$ cat src/rtl/fetch_pkg.sv
// fetch_pkg
// Shared definitions for the instruction-fetch stage:
//   DEF_ADDR_W   : default PC / instruction-memory word-address width
//   DEF_DATA_W   : default instruction width
//   DEF_RESET_PC : default PC loaded on reset
//   fetch_entry_t: one fetch-buffer entry, {pc, instr}
package fetch_pkg;

  localparam int DEF_ADDR_W = 32;
  localparam int DEF_DATA_W = 32;
  localparam logic [DEF_ADDR_W-1:0] DEF_RESET_PC = '0;

  typedef struct packed {
    logic [DEF_ADDR_W-1:0] pc;
    logic [DEF_DATA_W-1:0] instr;
  } fetch_entry_t;

endpackage

$ cat src/rtl/fetch_fifo.sv
// fetch_fifo
// DEPTH-entry synchronous FIFO holding fetched {pc, instr} entries.
// Ports:
//   clk, rst_n   : clock, asynchronous active-low reset
//   push_i       : write push_data_i at the tail this edge
//   push_data_i  : entry to write
//   pop_i        : drop the head entry this edge (ignored when empty)
//   flush_i      : empty the FIFO this edge; wins over push and pop
//   count_o      : number of valid entries (registered)
//   head_o       : oldest entry; stale contents when count_o == 0
// The producer guarantees push_i is never asserted while full without a
// simultaneous pop, so there is no overflow guard here.
module fetch_fifo
  import fetch_pkg::*;
#(
  parameter int  DEPTH   = 2,
  parameter type entry_t = fetch_entry_t,
  localparam int PTR_W   = (DEPTH > 1) ? $clog2(DEPTH) : 1,
  localparam int CNT_W   = $clog2(DEPTH + 1)
) (
  input  logic             clk,
  input  logic             rst_n,
  input  logic             push_i,
  input  entry_t           push_data_i,
  input  logic             pop_i,
  input  logic             flush_i,
  output logic [CNT_W-1:0] count_o,
  output entry_t           head_o
);

  entry_t           mem_q [DEPTH];
  logic [PTR_W-1:0] rd_ptr_q, rd_ptr_d;
  logic [PTR_W-1:0] wr_ptr_q, wr_ptr_d;
  logic [CNT_W-1:0] count_q, count_d;
  logic             do_pop;

  // Pointer increment that wraps at DEPTH so non-power-of-two depths work.
  function automatic logic [PTR_W-1:0] ptr_inc(input logic [PTR_W-1:0] p);
    if (p == PTR_W'(DEPTH - 1)) begin
      return '0;
    end
    return p + PTR_W'(1);
  endfunction

  assign do_pop = pop_i && (count_q != '0);

  always_comb begin
    rd_ptr_d = rd_ptr_q;
    wr_ptr_d = wr_ptr_q;
    count_d  = count_q;
    if (flush_i) begin
      rd_ptr_d = '0;
      wr_ptr_d = '0;
      count_d  = '0;
    end else begin
      if (push_i) begin
        wr_ptr_d = ptr_inc(wr_ptr_q);
      end
      if (do_pop) begin
        rd_ptr_d = ptr_inc(rd_ptr_q);
      end
      case ({push_i, do_pop})
        2'b10:   count_d = count_q + CNT_W'(1);
        2'b01:   count_d = count_q - CNT_W'(1);
        default: count_d = count_q;
      endcase
    end
  end

  always_ff @(posedge clk or negedge rst_n) begin
    if (!rst_n) begin
      rd_ptr_q <= '0;
      wr_ptr_q <= '0;
      count_q  <= '0;
      for (int i = 0; i < DEPTH; i++) begin
        mem_q[i] <= '0;
      end
    end else begin
      rd_ptr_q <= rd_ptr_d;
      wr_ptr_q <= wr_ptr_d;
      count_q  <= count_d;
      if (push_i && !flush_i) begin
        mem_q[wr_ptr_q] <= push_data_i;
      end
    end
  end

  assign count_o = count_q;
  assign head_o  = mem_q[rd_ptr_q];

endmodule

$ cat src/rtl/fetch_unit.sv
// fetch_unit
// Instruction-fetch stage in front of a registered instruction memory.
// Owns the PC, issues one word address per cycle while buffer space allows,
// captures the returned instruction one cycle later and queues {pc, instr}
// for decode.
// Ports:
//   clk, rst_n      : clock, asynchronous active-low reset
//   im_addr         : word address to instruction memory (= PC register)
//   im_instr        : instruction memory data, valid the cycle after im_addr
//                     was sampled
//   redirect_valid  : load redirect_pc, squash in-flight fetch, flush buffer
//   redirect_pc     : redirect target
//   out_valid/out_ready : decode handshake. An entry transfers on an edge
//                     where out_valid && out_ready. out_valid never depends on
//                     out_ready, and once raised the head entry stays stable
//                     until it is accepted or a redirect/reset discards it.
//   out_instr/out_pc: head entry contents
module fetch_unit
  import fetch_pkg::*;
#(
  parameter int                ADDR_W   = DEF_ADDR_W,
  parameter int                DATA_W   = DEF_DATA_W,
  parameter logic [ADDR_W-1:0] RESET_PC = ADDR_W'(DEF_RESET_PC),
  parameter int                DEPTH    = 2
) (
  input  logic              clk,
  input  logic              rst_n,
  output logic [ADDR_W-1:0] im_addr,
  input  logic [DATA_W-1:0] im_instr,
  input  logic              redirect_valid,
  input  logic [ADDR_W-1:0] redirect_pc,
  output logic              out_valid,
  input  logic              out_ready,
  output logic [DATA_W-1:0] out_instr,
  output logic [ADDR_W-1:0] out_pc
);

  localparam int CNT_W = $clog2(DEPTH + 1);

  typedef struct packed {
    logic [ADDR_W-1:0] pc;
    logic [DATA_W-1:0] instr;
  } entry_t;

  logic [ADDR_W-1:0] pc_q, pc_d;
  logic              req_q, req_d;
  logic [ADDR_W-1:0] req_pc_q, req_pc_d;

  logic [CNT_W-1:0]  count;
  entry_t            head;
  entry_t            push_entry;
  logic              pop;
  logic              push;
  logic              issue;
  logic [CNT_W:0]    in_use;

  assign pop = out_valid && out_ready;

  // Slots that will be occupied after this edge if nothing new is issued:
  // buffered entries plus the fetch in flight, minus the one leaving.
  // Issuing only while this is below DEPTH means the capture of every
  // issued fetch always finds a free slot.
  assign in_use = {1'b0, count} + (CNT_W + 1)'(req_q) - (CNT_W + 1)'(pop);
  assign issue  = !redirect_valid && (in_use < (CNT_W + 1)'(DEPTH));

  // A redirect squashes the fetch whose data arrives this cycle.
  assign push       = req_q && !redirect_valid;
  assign push_entry = '{pc: req_pc_q, instr: im_instr};

  always_comb begin
    pc_d     = pc_q;
    req_d    = 1'b0;
    req_pc_d = req_pc_q;
    if (redirect_valid) begin
      pc_d = redirect_pc;
    end else if (issue) begin
      req_d    = 1'b1;
      req_pc_d = pc_q;
      pc_d     = pc_q + ADDR_W'(1);  // wraps modulo 2^ADDR_W
    end
  end

  always_ff @(posedge clk or negedge rst_n) begin
    if (!rst_n) begin
      pc_q     <= RESET_PC;
      req_q    <= 1'b0;
      req_pc_q <= '0;
    end else begin
      pc_q     <= pc_d;
      req_q    <= req_d;
      req_pc_q <= req_pc_d;
    end
  end

  // A pop coinciding with a redirect is still a completed transfer from
  // decode's point of view; the flush simply discards everything behind it.
  fetch_fifo #(
    .DEPTH   (DEPTH),
    .entry_t (entry_t)
  ) u_fifo (
    .clk         (clk),
    .rst_n       (rst_n),
    .push_i      (push),
    .push_data_i (push_entry),
    .pop_i       (pop),
    .flush_i     (redirect_valid),
    .count_o     (count),
    .head_o      (head)
  );

  assign im_addr   = pc_q;
  assign out_valid = (count != '0);
  assign out_instr = head.instr;
  assign out_pc    = head.pc;

endmodule

$ cat config.mk
export PLATFORM = sky130hd
export DESIGN_NAME = fetch_unit
export DESIGN_NICKNAME = d
export VERILOG_FILES = /design/src/rtl/fetch_pkg.sv /design/src/rtl/fetch_fifo.sv /design/src/rtl/fetch_unit.sv
export SDC_FILE = /design/constraint.sdc
export NUM_CORES = 1
export LEC_CHECK = 0
export ABC_AREA = 1
export BUFFER_PORTS_ARGS = -buffer_cell sky130_fd_sc_hd__buf_2
export CAP_MARGIN = 20
export CORE_UTILIZATION = 55
export CTS_CLUSTER_SIZE = 28
export DETAILED_ROUTE_END_ITERATION = 8
export HOLD_SLACK_MARGIN = 0.1
export MAX_ROUTING_LAYER = met4
export PLACE_DENSITY = 0.78
export SYNTH_ARGS = -nofsm -noshare
export SYNTH_HDL_FRONTEND = slang
export SYNTH_SLANG_ARGS = --single-unit
$ cat constraint.sdc
create_clock -name clk -period 4.2 [get_ports clk]
set_input_delay 0.63 -clock clk [delete_from_list [all_inputs] [get_ports clk]]
set_output_delay 0.63 -clock clk [all_outputs]
set_load 0.1 [all_outputs]
==> results of run 1 <==
cell type report:
type	instances	share of cell area [%]
sequential	197	44.1
multi-input combinational	804	35.2
timing repair buffer	175	8.61
clock buffer	19	4.05
inverter	112	3.81
tap	220	2.46
clock inverter	13	1.72
metrics by stage:
| step | setup slack [ns] | instance area (µm²) | cells | hold slack (ns) |
|---|---|---|---|---|
| 4_1_cts | 1.11 | 11200 | 1540 | 0.341 |
| 2_1_floorplan | 0.921 | 9620 | 1171 | 0.334 |
| 3_5_place_dp | 1.16 | 10500 | 1508 | 0.468 |
| 6_report | 1.15 | 11200 | 1540 | 0.298 |
| 3_3_place_gp | 1.23 | 10500 | 1508 | 0.465 |
| 5_1_grt | 0.956 | 11200 | 1540 | 0.367 |
registers in the layout (all words and copies together), names as in the netlist:
name             count
req_q                1
im_addr             32
u_fifo.rd_ptr_q      1
u_fifo.mem_q       128
req_pc_q            32
u_fifo.count_o       2
u_fifo.wr_ptr_q      1
logic make-up after synthesis:
group | after synthesis
AO/OA/AOI/OAI | 198
XOR/XNOR | 9
adder cells (fa/ha/maj) | 3
buffers and inverters | 170
flip-flops | 197
AND/OR/NAND/NOR | 594
cell usage after synthesis:
master,instances
a21boi_0,1
a21oi_1,22
a31oi_1,1
buf_1,1
buf_2,16
buf_4,1
buf_6,14
clkbuf_1,26
clkinv_4,1
dfrtp_1,197
fa_1,1
ha_1,2
inv_1,108
inv_2,3
nand2_1,428
nand2_2,38
nand2_4,2
nand3_1,30
nand3_2,3
nand3_4,1
nand3b_1,6
nand4_1,14
nor2_1,54
nor2_2,5
nor2_4,6
nor2_8,2
nor3_1,3
o211ai_1,1
o21ai_0,98
o21ai_1,11
o21ai_2,55
o21bai_1,7
o221ai_1,2
or2_2,1
or2_4,1
xnor2_1,3
xor2_1,6
worst max path at each step:
stage / from / endpoint
3_3_place_gp: out_ready / im_addr[18]
6_report: u_fifo.rd_ptr_q / out_instr[20]
5_1_grt: u_fifo.count_o[1] / im_addr[18]
2_1_floorplan: u_fifo.count_o[1] / im_addr[31]
3_5_place_dp: out_ready / im_addr[18]
4_1_cts: u_fifo.rd_ptr_q / out_instr[29]
worst reg2reg max path, cell delays in order (launching register included):
cell	delay, ns
dfrtp_1	0.45
inv_1	0.12
nand2_1	0.09
nand2_1	0.12
inv_1	0.07
ha_1	0.27
or2_2	0.31
fa_1	0.38
inv_1	0.07
nand2_1	0.06
nand2_2	0.08
nand3_2	0.07
inv_2	0.35
nand2_1	0.19
nor2_1	0.17
nor2_1	0.06
nand2_1	0.06
layer usage:
metal	track usage [%]	vias to the layer above	part of all wire [%]
met5	-	-	0
met4	9.05	0	1.7
met3	3.51	33	6.2
met2	37.4	290	45
met1	38.1	3630	47
li1	-	3972	-
==> flow_metrics.env, run 1 <==
export IMPL_layout_drive_gt1_share_pct=24.8
export IMPL_htreeDepth=4
export IMPL_clock_sinks=197
export IMPL_routed_wirelength_um=21800
export IMPL_cts_tree="built"
export IMPL_antenna_found_initial=0
export IMPL_reg2reg_slack_ns=1.21
export IMPL_yosys_register_bits=197
export IMPL_core_area_um2=16800
export IMPL_reg2reg_depth=16
export IMPL_synth_area_leaders="dfrtp_1, nand2_1, o21ai_0"
export IMPL_syn_nets=1242
export IMPL_required_ns=3.57
export IMPL_grt_start_max_net_pins=114
export IMPL_drc=0
export IMPL_synth_compound_area_share_pct=12.8
export IMPL_status="finished clean"
export IMPL_slew_viol_final=0
export IMPL_synthDistinctLibCells=37
export IMPL_fin_crit_sh_pct=72.6
export IMPL_cp_num_buf_inv=3
export IMPL_critPathMaxFanout=35
export IMPL_crit_slowest_cell="inv_2"
export IMPL_setup_tns_ns=0
export IMPL_clock_skew_ns=0.00932
export IMPL_path_class="reg -> out"
export IMPL_grt_usage_pct=26.1
export IMPL_synth_top_area_share_pct=51.2
export IMPL_cpMostUsedCell="nand2_1"
export IMPL_min_period_ns=3.05
export IMPL_cts_clk_slew_worst_paths_ns=0.07
export IMPL_overflow=0
export IMPL_final_common_cell="nand2_1"
export IMPL_cts_root_buf="clkbuf_16"
export IMPL_die_area_um2=18000
export IMPL_place_gp_congestion=0.895
export IMPL_die_w_um=134
export IMPL_yosys_warnings=0
export IMPL_ctsResizeCount=0
export IMPL_dp_hpwl_um=14500
export IMPL_fp_dieH_um=134
export IMPL_synth_simple_area_share_pct=26.7
export IMPL_cts_setup_buffers=0
export IMPL_wire_per_inst_um=14.2
export IMPL_worstSkewPairLatency_ns=0.43
export IMPL_seqCellArea_um2=4930
export IMPL_reg2reg_to="im_addr[14]"
export IMPL_area_growth_pct=16.1
export IMPL_tightest_slew_ns=0.907
export IMPL_max_freq_mhz=328
export IMPL_fin_util_pct=66.4
export IMPL_synth_seq_area_share_pct=51.2
export IMPL_synth_top_family_by_area="simple AND/OR/NAND/NOR gates"
export IMPL_synthXorXnorAreaFrac_pct=0.819
export IMPL_via_count=7925
export IMPL_cts_buffer_depth=2
export IMPL_cap_violations=0
export IMPL_drt_pre_antenna_iters=5
export IMPL_layout_nets=1378
export IMPL_cp_depth=5
export IMPL_worstSetupEndpointType="output pin"
export IMPL_ios=165
export IMPL_fillers=1431
export IMPL_post_synth_top_area_cell="dfrtp_1"
export IMPL_syn_inst=1171
export IMPL_portBuffers=164
export IMPL_detail_route_antenna_nets=0
export IMPL_synthesis_area_um2=9620
export IMPL_max_stage_delay_ns=0.51
export IMPL_multi_input_area_um2=3930
export IMPL_num_antenna_cells=0
export IMPL_hold_class="in -> async"
export IMPL_numCtsBuffers=17
export IMPL_rows=47
export IMPL_start_kind="register"
export IMPL_grt_pass1_vias=7165
export IMPL_synth_avg_cell_area_um2=8.22
export IMPL_grt_pass1_wl_um=35900
export IMPL_hold_viol=0
export IMPL_synthAdderAreaFrac_pct=0.468
export IMPL_cpLargestDelayFamily="buffers and inverters"
export IMPL_initial_core_util_pct=57.2
export IMPL_muxShareOfSynthArea_pct=0
export IMPL_maxSlewHeadroom_pct=39.5
export IMPL_r2r_start="u_fifo.count_o[1]"
export IMPL_vias_per_cell=5.15
export IMPL_cp_arrival_ns=2.42
export IMPL_rsz0062_at_grt="false"
export IMPL_hold_buffers=0
export IMPL_finalSetupViolations=0
export IMPL_drt_initial_drc_count=613
export IMPL_layout_common_cells="nand2_1, dfrtp_1, buf_2"
export IMPL_worstPathCellList="inv_2 > buf_4 > nand2_1 > nand2_1 > buf_2"
Power of run 1 is not shown: default switching activity piles up to over one toggle a cycle in this logic, so the estimate is an artifact.
==> inputs of run 2 (changes only) <==
--- a/config.mk
+++ b/config.mk
@@ -8,12 +8,12 @@
 export ABC_AREA = 1
 export BUFFER_PORTS_ARGS = -buffer_cell sky130_fd_sc_hd__buf_2
 export CAP_MARGIN = 20
-export CORE_UTILIZATION = 55
+export CORE_UTILIZATION = 51
 export CTS_CLUSTER_SIZE = 28
 export DETAILED_ROUTE_END_ITERATION = 8
 export HOLD_SLACK_MARGIN = 0.1
 export MAX_ROUTING_LAYER = met4
-export PLACE_DENSITY = 0.78
+export PLACE_DENSITY = 0.76
 export SYNTH_ARGS = -nofsm -noshare
 export SYNTH_HDL_FRONTEND = slang
 export SYNTH_SLANG_ARGS = --single-unit
==> constraint.sdc (replaced) <==
create_clock -name clk -period 2.53 [get_ports clk]
set_input_delay 0.3795 -clock clk [delete_from_list [all_inputs] [get_ports clk]]
set_output_delay 0.3795 -clock clk [all_outputs]
set_load 0.1 [all_outputs]
==> run 2 against run 1 <==
Count of clock-buffer cells in the layout unchanged; design area increased by 12%; non-clock buffer count increased by 31; die area grew 7.7%; first-iteration DRC count is 11% lower; largest cell class unchanged.
==> flow_metrics.env, run 2 (synthesis results as in run 1) <==
export IMPL_cp_arrival_ns=2.87
export IMPL_critPathMaxFanout=10
export IMPL_required_ns=2.88
export IMPL_status="finished clean"
export IMPL_slew_viol_final=0
export IMPL_rsz0062_at_grt="true"
export IMPL_layout_nets=1409
export IMPL_wire_per_inst_um=14.9
export IMPL_cts_clk_slew_worst_paths_ns=0.07
export IMPL_worstSkewPairLatency_ns=0.43
export IMPL_maxSlewHeadroom_pct=58.1
export IMPL_top_register="u_fifo.mem_q"
export IMPL_fin_ws_ns=0.00108
export IMPL_drc=0
export IMPL_grt_start_max_net_pins=75
export IMPL_path_class="reg -> reg"
export IMPL_design_area_um2=12500
export IMPL_die_area_um2=19400
export IMPL_htreeDepth=4
export IMPL_fp_dieH_um=139
export IMPL_portBuffers=164
export IMPL_fin_crit_sh_pct=100
export IMPL_stdcell_count=1579
export IMPL_dp_hpwl_um=15800
export IMPL_core_area_um2=18200
export IMPL_via_count=8166
export IMPL_cts_root_buf="clkbuf_16"
export IMPL_initial_core_util_pct=52.8
export IMPL_die_w_um=139
export IMPL_clock_sinks=197
export IMPL_grt_usage_pct=24.5
export IMPL_r2r_start="u_fifo.count_o[0]"
export IMPL_worstSetupEndpointType="register"
export IMPL_place_ws_ns=0.00215
export IMPL_ios=165
export IMPL_whs_endpoint="im_addr[5]"
export IMPL_drt_initial_drc_count=545
export IMPL_cts_buffer_depth=2
export IMPL_grt_pass1_wl_um=36600
export IMPL_vias_per_cell=5.17
export IMPL_fillers=1415
export IMPL_final_common_cell="nand2_1"
export IMPL_routed_wirelength_um=23500
export IMPL_start_kind="register"
export IMPL_reg2reg_slack_ns=0.001
export IMPL_antenna_found_initial=0
export IMPL_place_gp_congestion=0.943
export IMPL_numCtsBuffers=17
export IMPL_area_growth_pct=30.3
export IMPL_drt_pre_antenna_iters=5
export IMPL_layout_common_cells="nand2_1, dfrtp_1, inv_1, buf_2, o21ai_0"
export IMPL_num_antenna_cells=0
export IMPL_tightest_slew_ns=0.628
export IMPL_fin_util_pct=68.9
export IMPL_reg2reg_to="req_pc_q[3]"
export IMPL_min_period_ns=2.53
export IMPL_place_area_um2=11700
export IMPL_finalSetupViolations=0
export IMPL_rows=49
export IMPL_cap_violations=0
export IMPL_clock_skew_ns=0.00636
export IMPL_detail_route_antenna_nets=0
export IMPL_overflow=0
export IMPL_dpl_cell_count=1532
export IMPL_hold_class="in -> reg"
export IMPL_max_freq_mhz=395
export IMPL_whs_path_depth=3
export IMPL_grt_pass1_vias=7234
export IMPL_reg2reg_depth=12
export IMPL_layout_drive_gt1_share_pct=27.9
export IMPL_hold_start="redirect_pc[5]"
export IMPL_largest_register_ffs=128
export IMPL_hold_viol=0
export IMPL_cts_tree="built"
## run 2: changes by cell type in the layout (fill, tap and decap cells not counted), sizes merged
cell / before / now
buf: 174 / 200
clkinv: 4 / 9
inv: 116 / 112
dlygate4sd3: 0 / 1
clkbuf: 20 / 24
bufinv: 4 / 2
## run 2: timing repair
action                     CTS  global route
hold buffers                 1             0
pin swaps                    0             9
resized for setup            3            33
setup endpoints to repair   14            31
setup buffers                0            11
gates cloned                 0             4
hold endpoints to repair    70             0
## run 2: worst max-delay path by stage
stage | start | endpoint | slack, ns | cells past startpoint
floorplan | u_fifo.count_o[1] | im_addr[31] | 0.002 | 15
global placement | u_fifo.count_o[1] | req_pc_q[1] | 0.08 | 11
detailed placement | u_fifo.count_o[0] | im_addr[30] | 0.002 | 12
CTS | u_fifo.count_o[0] | im_addr[31] | 0.03 | 12
global route | u_fifo.count_o[1] | im_addr[19] | -0.09 | 13
finish | u_fifo.count_o[0] | req_pc_q[3] | 0.001 | 12
## run 2: metrics by stage
step	hold WS (ns)	TNS (ns)
CTS	0.148	0
floorplan	0.0839	0
global placement	0.441	0
finish	0.163	0
detailed placement	0.449	0
global route	0.173	-1.31
## run 2: per-layer routing
layer	share of wire [%]	up-vias	global-route usage [%]
li1	-	4011	-
met1	45	3804	34.4
met2	47	322	37.2
met3	6.1	29	3.44
met4	1.3	0	7.08
met5	0	-	-
## run 2: cell type report
cell class,instances,area (µm²),area share (%)
flip-flops and latches,197,4930,39.3
multi-input cells,804,4050,32.3
repair buffers,206,2260,18.0
clock buffers,19,443,3.53
inverters,112,438,3.49
well taps,229,287,2.29
clock inverters,12,131,1.05
## run 2: critical path, cell delays in order (launching register included)
cell	delay (ns)
dfrtp_1	0.39
inv_2	0.11
nand2_8	0.06
nand2_4	0.08
inv_4	0.04
ha_4	0.19
or2_4	0.22
fa_2	0.59
nand3_4	0.14
buf_6	0.18
buf_6	0.12
clkbuf_16	0.16
o21ai_0	0.15
Power of run 2 is left out for the same reason.
